### config.mk
export PLATFORM = sky130hd
export DESIGN_NAME = alu_self_test_sequencer
export DESIGN_NICKNAME = d
export VERILOG_FILES = /design/src/rtl/alu_pkg.sv /design/src/rtl/alu_test_vector_rom.sv /design/src/rtl/alu_self_test_sequencer.sv
export SDC_FILE = /design/constraint.sdc
export NUM_CORES = 1
export LEC_CHECK = 0
export BUFFER_PORTS_ARGS = -buffer_cell sky130_fd_sc_hd__buf_2
export CAP_MARGIN = 40
export CORE_MARGIN = 8
export CORE_UTILIZATION = 40
export CTS_BUF_LIST = sky130_fd_sc_hd__clkbuf_4 sky130_fd_sc_hd__clkbuf_8 sky130_fd_sc_hd__clkbuf_16
export DETAILED_ROUTE_END_ITERATION = 16
export HOLD_SLACK_MARGIN = 0.06
export PLACE_DENSITY_LB_ADDON = 0.25
export SYNTH_ARGS = -nofsm -noshare
export SYNTH_HDL_FRONTEND = slang
export SYNTH_SLANG_ARGS = --single-unit
### constraint.sdc
create_clock -name clk -period 6.7 [get_ports clk]
set_input_delay 0.335 -clock clk [delete_from_list [all_inputs] [get_ports clk]]
set_output_delay 0.335 -clock clk [all_outputs]
set_load 0.01 [all_outputs]
### src/rtl/alu_pkg.sv
`default_nettype none
// ============================================================================
// Package     : alu_pkg
// Description : Opcodes and test-vector record shared by the ALU and its BIST.
// Revision    : 1.0 - initial release
// ============================================================================
package alu_pkg;

    localparam int ALU_WIDTH  = 32;
    localparam int ALU_CTRL_W = 3;

    localparam logic [ALU_CTRL_W-1:0] ALU_AND = 3'b111;
    localparam logic [ALU_CTRL_W-1:0] ALU_OR  = 3'b110;

    typedef struct packed {
        logic [ALU_WIDTH-1:0]  a;
        logic [ALU_WIDTH-1:0]  b;
        logic [ALU_CTRL_W-1:0] ctrl;
        logic [ALU_WIDTH-1:0]  exp_result;
        logic                  exp_zero;
    } alu_vec_t;

    function automatic alu_vec_t mk_vec(
        input logic [ALU_WIDTH-1:0]  a,
        input logic [ALU_WIDTH-1:0]  b,
        input logic [ALU_CTRL_W-1:0] ctrl,
        input logic [ALU_WIDTH-1:0]  exp_result,
        input logic                  exp_zero
    );
        alu_vec_t v;
        v.a          = a;
        v.b          = b;
        v.ctrl       = ctrl;
        v.exp_result = exp_result;
        v.exp_zero   = exp_zero;
        return v;
    endfunction

endpackage
`default_nettype wire

### src/rtl/alu_test_vector_rom.sv
`default_nettype none
// ============================================================================
// Module      : alu_test_vector_rom
// Description : Combinational index-to-vector table for the ALU self-test.
// Revision    : 1.0 - initial release
// ============================================================================
module alu_test_vector_rom
    import alu_pkg::*;
#(
    parameter int NUM_VECTORS = 10,
    parameter int IW          = 4
) (
    input  logic [IW-1:0] i_idx,
    output alu_vec_t      o_vec
);

    always_comb begin
        o_vec = '0;
        if (int'(i_idx) < NUM_VECTORS) begin
            case (int'(i_idx))
                0: o_vec = mk_vec(32'hFFFF_FFFF, 32'hFFFF_FFFF, ALU_AND, 32'hFFFF_FFFF, 1'b0);
                1: o_vec = mk_vec(32'h0000_0000, 32'hFFFF_FFFF, ALU_AND, 32'h0000_0000, 1'b1);
                2: o_vec = mk_vec(32'h5555_5555, 32'hAAAA_AAAA, ALU_AND, 32'h0000_0000, 1'b1);
                3: o_vec = mk_vec(32'h0000_0005, 32'h0000_0006, ALU_AND, 32'h0000_0004, 1'b0);
                4: o_vec = mk_vec(32'h0000_0000, 32'h0000_0000, ALU_AND, 32'h0000_0000, 1'b1);
                5: o_vec = mk_vec(32'hFFFF_FFFF, 32'hFFFF_FFFF, ALU_OR,  32'hFFFF_FFFF, 1'b0);
                6: o_vec = mk_vec(32'h0000_0000, 32'hFFFF_FFFF, ALU_OR,  32'hFFFF_FFFF, 1'b0);
                7: o_vec = mk_vec(32'h0000_0000, 32'h0000_0000, ALU_OR,  32'h0000_0000, 1'b1);
                8: o_vec = mk_vec(32'h5555_5555, 32'hAAAA_AAAA, ALU_OR,  32'hFFFF_FFFF, 1'b0);
                9: o_vec = mk_vec(32'h0000_0005, 32'h0000_0006, ALU_OR,  32'h0000_0007, 1'b0);
                default: o_vec = '0;
            endcase
        end
    end

endmodule
`default_nettype wire

### src/rtl/alu_self_test_sequencer.sv
`default_nettype none
// ============================================================================
// Module      : alu_self_test_sequencer
// Description : BIST initiator that steps the ALU through a vector table and
//               reports pass, mismatch count and first failing index.
// Revision    : 1.0 - initial release
// ============================================================================
module alu_self_test_sequencer
    import alu_pkg::*;
#(
    parameter int WIDTH         = 32,
    parameter int NUM_VECTORS   = 10,
    parameter int SETTLE_CYCLES = 1,
    parameter int CW            = $clog2(NUM_VECTORS + 1),
    parameter int IW            = (NUM_VECTORS > 1) ? $clog2(NUM_VECTORS) : 1
) (
    input  logic                  clk,
    input  logic                  reset,
    input  logic                  start,
    input  logic                  abort,
    output logic                  busy,
    output logic                  done,
    output logic                  pass,
    output logic [CW-1:0]         fail_count,
    output logic [IW-1:0]         first_fail,
    output logic [WIDTH-1:0]      alu_a,
    output logic [WIDTH-1:0]      alu_b,
    output logic [ALU_CTRL_W-1:0] alu_control,
    input  logic [WIDTH-1:0]      alu_result,
    input  logic                  alu_zero
);

    typedef enum logic [2:0] {
        S_IDLE  = 3'd0,
        S_APPLY = 3'd1,
        S_WAIT  = 3'd2,
        S_CHECK = 3'd3,
        S_FIN   = 3'd4
    } state_t;

    localparam int             c_WW        = (SETTLE_CYCLES > 1) ? $clog2(SETTLE_CYCLES) : 1;
    localparam logic [c_WW-1:0] c_WAIT_LOAD = (SETTLE_CYCLES > 0) ? c_WW'(SETTLE_CYCLES - 1) : '0;
    localparam logic [IW-1:0]  c_LAST_IDX  = IW'(NUM_VECTORS - 1);

    state_t                r_state;
    state_t                w_next_state;
    logic [IW-1:0]         r_idx;
    logic [c_WW-1:0]       r_wait;
    logic [CW-1:0]         r_fail_count;
    logic [IW-1:0]         r_first_fail;
    logic                  r_pass;
    logic [WIDTH-1:0]      r_alu_a;
    logic [WIDTH-1:0]      r_alu_b;
    logic [ALU_CTRL_W-1:0] r_alu_control;

    alu_vec_t              w_vec;
    logic                  w_busy;
    logic                  w_last;
    logic                  w_mismatch;
    logic [CW-1:0]         w_fail_total;

    alu_test_vector_rom #(
        .NUM_VECTORS (NUM_VECTORS),
        .IW          (IW)
    ) u_rom (
        .i_idx (r_idx),
        .o_vec (w_vec)
    );

    assign w_busy       = (r_state == S_APPLY) || (r_state == S_WAIT) || (r_state == S_CHECK);
    assign w_last       = (r_idx == c_LAST_IDX);
    assign w_mismatch   = (alu_result != WIDTH'(w_vec.exp_result)) || (alu_zero != w_vec.exp_zero);
    assign w_fail_total = w_mismatch ? (r_fail_count + CW'(1)) : r_fail_count;

    always_comb begin
        w_next_state = r_state;
        case (r_state)
            S_IDLE:  if (start) w_next_state = S_APPLY;
            S_APPLY: w_next_state = (SETTLE_CYCLES == 0) ? S_CHECK : S_WAIT;
            S_WAIT:  if (r_wait == '0) w_next_state = S_CHECK;
            S_CHECK: w_next_state = w_last ? S_FIN : S_APPLY;
            S_FIN:   w_next_state = S_IDLE;
            default: w_next_state = S_IDLE;
        endcase
        // Abort overrides whatever the walk would have done this cycle.
        if (abort && w_busy) w_next_state = S_IDLE;
    end

    always_ff @(posedge clk or negedge reset) begin
        if (!reset) begin
            r_state       <= S_IDLE;
            r_idx         <= '0;
            r_wait        <= '0;
            r_fail_count  <= '0;
            r_first_fail  <= '0;
            r_pass        <= 1'b0;
            r_alu_a       <= '0;
            r_alu_b       <= '0;
            r_alu_control <= '0;
        end else begin
            r_state <= w_next_state;
            case (r_state)
                S_IDLE: begin
                    if (w_next_state == S_APPLY) begin
                        r_idx        <= '0;
                        r_fail_count <= '0;
                        r_first_fail <= '0;
                        r_pass       <= 1'b0;
                    end
                end
                S_APPLY: begin
                    r_wait        <= c_WAIT_LOAD;
                    r_alu_a       <= WIDTH'(w_vec.a);
                    r_alu_b       <= WIDTH'(w_vec.b);
                    r_alu_control <= w_vec.ctrl;
                end
                S_WAIT: r_wait <= r_wait - c_WW'(1);
                S_CHECK: begin
                    if (w_next_state != S_IDLE) begin
                        r_fail_count <= w_fail_total;
                        if (w_mismatch && (r_fail_count == '0)) r_first_fail <= r_idx;
                        if (w_next_state == S_FIN) r_pass <= (w_fail_total == '0);
                        else                       r_idx  <= r_idx + IW'(1);
                    end
                end
                default: ;
            endcase
            if (abort && w_busy) r_pass <= 1'b0;
            // The ALU is released back to the datapath whenever we are not walking vectors.
            if ((w_next_state == S_IDLE) || (w_next_state == S_FIN)) begin
                r_alu_a       <= '0;
                r_alu_b       <= '0;
                r_alu_control <= '0;
            end
        end
    end

    assign busy        = w_busy;
    assign done        = (r_state == S_FIN);
    assign pass        = r_pass;
    assign fail_count  = r_fail_count;
    assign first_fail  = r_first_fail;
    assign alu_a       = r_alu_a;
    assign alu_b       = r_alu_b;
    assign alu_control = r_alu_control;

endmodule
`default_nettype wire

======== Word-level counts from Yosys, hierarchy flattened ========
Memories as Yosys holds them, arrays and structs flattened.
Cells that the tools add are included.
storage, ports and cells
  register bits ........................... 84
  bits in read-only memories .............. 1600
  input port bits ......................... 37
  output and inout port bits .............. 78
  word-level logic and storage cells ...... 77
  memories ................................ 1
cells by class
  $add $sub $neg .......................... 3
  $lt $le $gt $ge ......................... 1
  equality and inequality tests ........... 16
  muxes and demuxes ....................... 28
  reduce and logical (&&, ||, !) cells .... 19
memory list
  name             depth  width  rd ports  clocked after memory_dff  write ports  RTL line                   source
  (no name shown)  16     100    1         0                         0            alu_test_vector_rom.sv:20  case (int'(i_idx))
operator list
  kind                   number
  $mux W32               4
  $mux W100              1
  $ne A32 B32 Y1         1
  $mux W4                7
  $pmux W4 S2            3
  $mux W3                6
  $pmux W3 S4            1
  $reduce_and A4 Y1      3
  $add A4 B1 Y4 const B  2
  $logic_not A4 Y1       2
  $eq A3 B1 Y1 const B   2
  $eq A3 B2 Y1 const B   2
  $eq A3 B3 Y1 const B   2
  $logic_not A3 Y1       2
  $ne A3 B1 Y1 const B   2
  $reduce_bool A2 Y1     3
  $reduce_bool A3 Y1     2
  $eq A4 B4 Y1 const B   1
  $logic_or A1 B1 Y1     4
  $lt A4 B4 Y1 const B   1
  $mux W1                4
  $ne A2 B1 Y1 const B   2
  $ne A2 B2 Y1 const B   2
  $pmux W1 S2            2
  other kinds (5)        6

======== Longest topological paths before layout ========
  word-level depth ........................ 10
  mapped depth ............................ 10
  mapped depth without buffers ............ 9

======== Hierarchy ========
Synthesis repeated with hierarchy kept, for this count alone.
unflattened totals
  cell total of the unflattened synthesis .. 572
  area total of the unflattened synthesis .. 4880.9 sq um
by module, submodules not included
  module                   instances  cells an instance  area an instance (sq um)  seq. area each (sq um)
  alu_self_test_sequencer  1          443                3951.3                    2102.0
  alu_test_vector_rom      1          129                929.6                     0.0

======== Least setup slack after synthesis ========
OpenSTA, ideal clock, no wires.
  kind .................................... register -> register
  start ................................... reg r_idx[1]
  end ..................................... reg r_first_fail[0] (netlist: first_fail[0])
  library setup time ...................... 122 ps
  data arrival time ....................... 2258 ps
  data required time ...................... 6578 ps
  slack ................................... 4320 ps
  stages on the path, launching flop included .. 10
  buffers on the path ..................... 1
  period minus slack after synthesis ...... 2380 ps
  cell sequence ........................... dfrtp_1 > buf_2 > inv_1 > ha_1 > nand3b_4 > a21boi_2 > or3b_4 > a211oi_4 > nor3_1 > a32o_1
between the ends
  longest elaborated chain between the ends .. 7
  elaborated cells on any way between the ends .. 17
  classes of those cells .................. order compare: 1; eq/ne: 7; mux: 4; reduce/logical: 4; memory: 1
ends and longest elaborated chain
  what                                                                  RTL line                                                      source
  start, declared                                                       alu_self_test_sequencer.sv:47                                 logic [IW-1:0] r_idx;
  start signal, assigned                                                alu_self_test_sequencer.sv:123                                else r_idx <= r_idx + IW'(1);
  $mem_v2 Z16 W100 (tied with other cells)                              --
  $mux W100 / $mux W3 (equally long branches)                           alu_test_vector_rom.sv:19, alu_self_test_sequencer.sv:81
  $ne A32 B32 Y1 (tied with other cells)                                alu_self_test_sequencer.sv:72                                 assign w_mismatch = (alu_result != WIDTH'(w_vec.exp_result)) || (alu_zero != w_vec.exp_zero);
  $logic_or A1 B1 Y1 / $mux W3 (equally long branches)                  alu_self_test_sequencer.sv:72, alu_self_test_sequencer.sv:86
  $logic_and A1 B1 Y1 (tied with other cells)                           alu_self_test_sequencer.sv:121                                if (w_mismatch && (r_fail_count == '0)) r_first_fail <= r_idx;
  $ne A2 B1 Y1 (no source line) / $ne A2 B2 Y1 (equally long branches)  --
  $reduce_and A4 Y1 (no source line) (*)                                --
  end signal, assigned                                                  alu_self_test_sequencer.sv:121
  end, declared                                                         alu_self_test_sequencer.sv:50                                 logic [IW-1:0] r_first_fail;
Mark *: on every way between the ends. The rest lies on a longest branch, timed or not.
A chain may end at the register's enable or synchronous reset.

======== Worst setup path in the final report ========
  start ................................... reg r_idx[1]
  end ..................................... reg r_first_fail[1] (netlist: first_fail[1])
between the ends
  longest elaborated chain between the ends .. 7
  elaborated cells on any way between the ends .. 20
  classes of those cells .................. order compare: 1; eq/ne: 7; mux: 7; reduce/logical: 4; memory: 1
ends and longest elaborated chain
  what                                                                  RTL line
  $mem_v2 Z16 W100 (tied with other cells)                              --
  $mux W100 / $mux W3 (equally long branches)                           alu_test_vector_rom.sv:19, alu_self_test_sequencer.sv:81
  $ne A32 B32 Y1 (tied with other cells)                                alu_self_test_sequencer.sv:72
  $logic_or A1 B1 Y1 / $mux W3 (equally long branches)                  alu_self_test_sequencer.sv:72, alu_self_test_sequencer.sv:86
  $logic_and A1 B1 Y1 (tied with other cells)                           alu_self_test_sequencer.sv:121
  $ne A2 B1 Y1 (no source line) / $ne A2 B2 Y1 (equally long branches)  --
  $reduce_and A4 Y1 (no source line)                                    --
Several ways; a longest one is shown, not always the timed one. The select of a mux whose other input is x is not followed.

==> impl_results.rst <==
.. list-table::
   :header-rows: 1

   * - Metric
     - Value
   * - Max Slew Vio Count
     - 0
   * - Share of cells above drive strength 1
     - 0.426
   * - Fraction of synthesis flops using an asynchronous set or reset pin
     - 1.00
   * - Cell with the biggest individual delay on the critical path
     - sky130_fd_sc_hd__dfrtp_1
   * - Clock-pin slew reported for the worst setup and hold paths after clock tree synthesis
     - 0.09 ns
   * - Synth area leader
     - sky130_fd_sc_hd__dfrtp_1
   * - Global-route wire length before repair
     - a little under 9 mm
   * - Area of the die
     - roughly 8200 µm²
   * - Height of the die
     - 90.5 µm
   * - Worst setup slack before clock tree synthesis
     - just under 4 ns
   * - Buf+Inv Stages, Crit Path
     - 1
   * - Worst Path Arrival
     - 2.90 ns
   * - Final-report setup violation count
     - 0
   * - Count of vias placed by the detailed router
     - 1886
   * - Final clock skew
     - around 0.0021 ns
   * - Unrepaired setup endpoints after global routing
     - false
   * - EDFF count, synth
     - 0
   * - TritonCTS clock tree
     - yes
   * - Post-layout nets
     - around 340
   * - Post-synth net total
     - 293
   * - Setup TNS
     - 0 ns
   * - Root buffer selected by CTS
     - sky130_fd_sc_hd__clkbuf_8
   * - Horizontal extent of the die
     - 90.5 µm
   * - Core Area
     - 5440 µm²
   * - Site row count
     - 27
   * - CTS H-tree depth
     - 1
   * - Register bit total from synthesis
     - 26
   * - Length in cells of the worst reg-to-reg path
     - 8
   * - Final standard cell count with taps included and fillers excluded
     - 370
   * - Number of buffers inserted by port buffering
     - ~110
   * - Headroom to the max-slew limit
     - 0.557
   * - Post-synthesis average cell area
     - 8.91 µm²
   * - Period Utilization, post-route
     - 0.409
   * - Clock latency on the worst-skew pair
     - 0.27 ns
   * - Average detailed-routed wire length per instance
     - 13.8 µm
   * - Buffer depth of the longest clock path
     - 2
   * - Family with the most delay on the worst path
     - compound AO/OA/AOI/OAI gates
   * - Number of buffers created by CTS
     - 3
   * - Antenna Cells
     - 0
   * - Synth Warn #
     - 0
   * - DRC viols
     - 0
   * - Number of sinks handled by clock tree synthesis
     - 26
   * - Placed instance count
     - 367
   * - Max-cap check violation count
     - 0
   * - Total iterations of the first detailed-routing run
     - 4
   * - Number of top-level pins
     - about 120
   * - Worst Setup Path Type
     - reg -> reg
   * - Highest clock rate
     - 365 MHz
   * - Fill count
     - 537
   * - Largest net degree at the start of global routing
     - 27
   * - Post-cts repair resize count
     - 0
   * - Post-layout minimum cycle time
     - 2.74 ns
   * - Area of the mapped netlist
     - 2220 µm²
   * - CP Capture Type
     - flop
   * - Standard cell area after detailed placement
     - 2370 µm²
   * - Number of nets still failing antenna checks after routing
     - 0
   * - Dominant cells by area after synthesis
     - sky130_fd_sc_hd__dfrtp_1 29%, sky130_fd_sc_hd__buf_4 20%, sky130_fd_sc_hd__ha_1 3.9%, sky130_fd_sc_hd__nor4_1 2.8%, sky130_fd_sc_hd__nand4_1 2.5%
   * - Number of cells produced by synthesis
     - 249
   * - Vias in the first global route
     - 1951
   * - R2R setup slack
     - 3.96 ns
   * - Detail-routed via count per cell
     - between 5 and 6
   * - Aggregate routed wire length
     - 5.11 mm
   * - First-iteration detailed-routing DRC count
     - 50
   * - Seq/Total Area, Yosys
     - 0.293
   * - Worst hold-check path type
     - in -> async
   * - GRT Total Usage
     - 0.125
   * - Run status
     - finished clean
   * - Worst slack on hold paths
     - 0.0638 ns
   * - Synth unique cells
     - a little under 50
   * - Post-CTS Hold Buffers
     - 0
   * - GPL Wtd Cong
     - 0.757
   * - Total count of hold-check failures in the final report
     - 0
   * - Antenna violations before repair
     - 0
   * - Overall power
     - 0.941 mW
   * - Static leakage
     - between 1 and 1.5 nW
   * - Detailed-placement wirelength estimate
     - 4.15 mm
   * - Launching point of the worst reg2reg path
     - r_idx[1]
   * - Transition time at the pin with the least slew margin
     - around 0.67 ns
   * - Worst supply voltage drop on vdd
     - 0.183 mV
   * - Launching element type of the critical path
     - flop
   * - Area fraction of the dominant cell type after synthesis
     - 0.293
   * - Stage delay of the slowest cell on the critical path
     - 0.54 ns
   * - Final worst setup slack
     - 3.96 ns
   * - Initial Util
     - 0.408
   * - Critical path peak fanout
     - 11
   * - Cells along the critical path
     - inv_1 > ha_1 > nand3b_4 > a21boi_2 > or3b_4 > a211oi_4 > nor3_1 > a32o_1
   * - Main flop type after synthesis
     - sky130_fd_sc_hd__dfrtp_1
   * - Worst EP required
     - just under 7 ns
   * - Final core area utilization
     - 0.444
   * - Syn-to-layout area delta
     - 8.91%
   * - GRT Residual Overflow
     - 0
   * - Worst reg2reg endpoint
     - first_fail[1]
   * - Power per cell area
     - 389 nW/µm²
   * - Area of all placed cells without fillers
     - ~2400 µm²
   * - Number of post-CTS setup repair buffers
     - 0
placed cells by master, fill, tap and decap left out, drive strengths merged, types with 5 or more instances in the layout:
| cell type | instances |
|---|---|
| nor3 | 7 |
| ha | 7 |
| nand2 | 13 |
| a32o | 5 |
| nand4 | 9 |
| nor4 | 11 |
| a211oi | 5 |
| nor2 | 14 |
| a22o | 6 |
| inv | 8 |
| nand2b | 7 |
| buf | 115 |
| dfrtp | 26 |
| o21ai | 12 |
Yosys cell counts, types with 4 or more instances:
cell type and number:
sky130_fd_sc_hd__a32o_1 5, sky130_fd_sc_hd__o21ai_0 11, sky130_fd_sc_hd__nand2b_1 7, sky130_fd_sc_hd__nand2_1 13
sky130_fd_sc_hd__nor3_1 7, sky130_fd_sc_hd__nor4_1 10, sky130_fd_sc_hd__buf_4 60, sky130_fd_sc_hd__dfrtp_1 26
sky130_fd_sc_hd__ha_1 7, sky130_fd_sc_hd__mux2i_1 4, sky130_fd_sc_hd__clkbuf_1 5, sky130_fd_sc_hd__a22o_1 6
sky130_fd_sc_hd__nor2_1 14, sky130_fd_sc_hd__nand3_1 4, sky130_fd_sc_hd__nand4_1 9, sky130_fd_sc_hd__inv_1 8
where the power goes:
| group | internal (mW) | total, mW | leakage, nW | switching (mW) |
|---|---|---|---|---|
| clock network | 0.0403 | 0.0875 | 0.0216 | 0.0472 |
| logic | 0.248 | 0.572 | 0.935 | 0.323 |
| registers | 0.201 | 0.281 | 0.352 | 0.0809 |
| total | 0.489 | 0.941 | 1.31 | 0.451 |
flip-flops by register name (all words and copies together), names as in the netlist:
signal and cells:
r_wait 1, fail_count 4, r_idx 4, alu_a 3, r_state 3, first_fail 4, pass 1, alu_control 2
alu_b 4
cell families after synthesis:
| kind of cell | after synthesis | synth area share |
|---|---|---|
| flip-flops | 26 | 0.293 |
| AO/OA/AOI/OAI | 43 | 0.148 |
| buffers and inverters | 77 | 0.243 |
| multiplexers | 5 | 0.0231 |
| AND/OR/NAND/NOR | 87 | 0.238 |
| adder cells (fa/ha/maj) | 7 | 0.0395 |
| XOR/XNOR | 4 | 0.0158 |
worst max-delay path by stage:
stage	slack, ns	endpoint	start	cells after the start
finish	3.96	first_fail[1]	r_idx[1]	8
global route	3.74	first_fail[1]	r_idx[1]	8
CTS	3.93	first_fail[1]	r_idx[1]	8
detailed placement	3.94	first_fail[0]	r_idx[1]	8
global placement	4.05	first_fail[3]	r_idx[1]	8
floorplan	4.32	first_fail[0]	r_idx[1]	9
layer usage:
metal | track usage | wire (µm)
met1 | 0.143 | 2200
met5 | 0 | 0
met4 | 0.0222 | 18
met2 | 0.204 | 2300
met3 | 0.0657 | 582
area by class of cell:
cell class,instances,area (µm²),share of cell area
multi-input combinational,146,1030,0.426
timing repair buffer,115,574,0.238
sequential,26,651,0.269
tap,72,90.1,0.0373
clock buffer,3,41.3,0.0171
inverter,8,30.0,0.0124
Note: power is estimated with default switching activity, not from simulation.
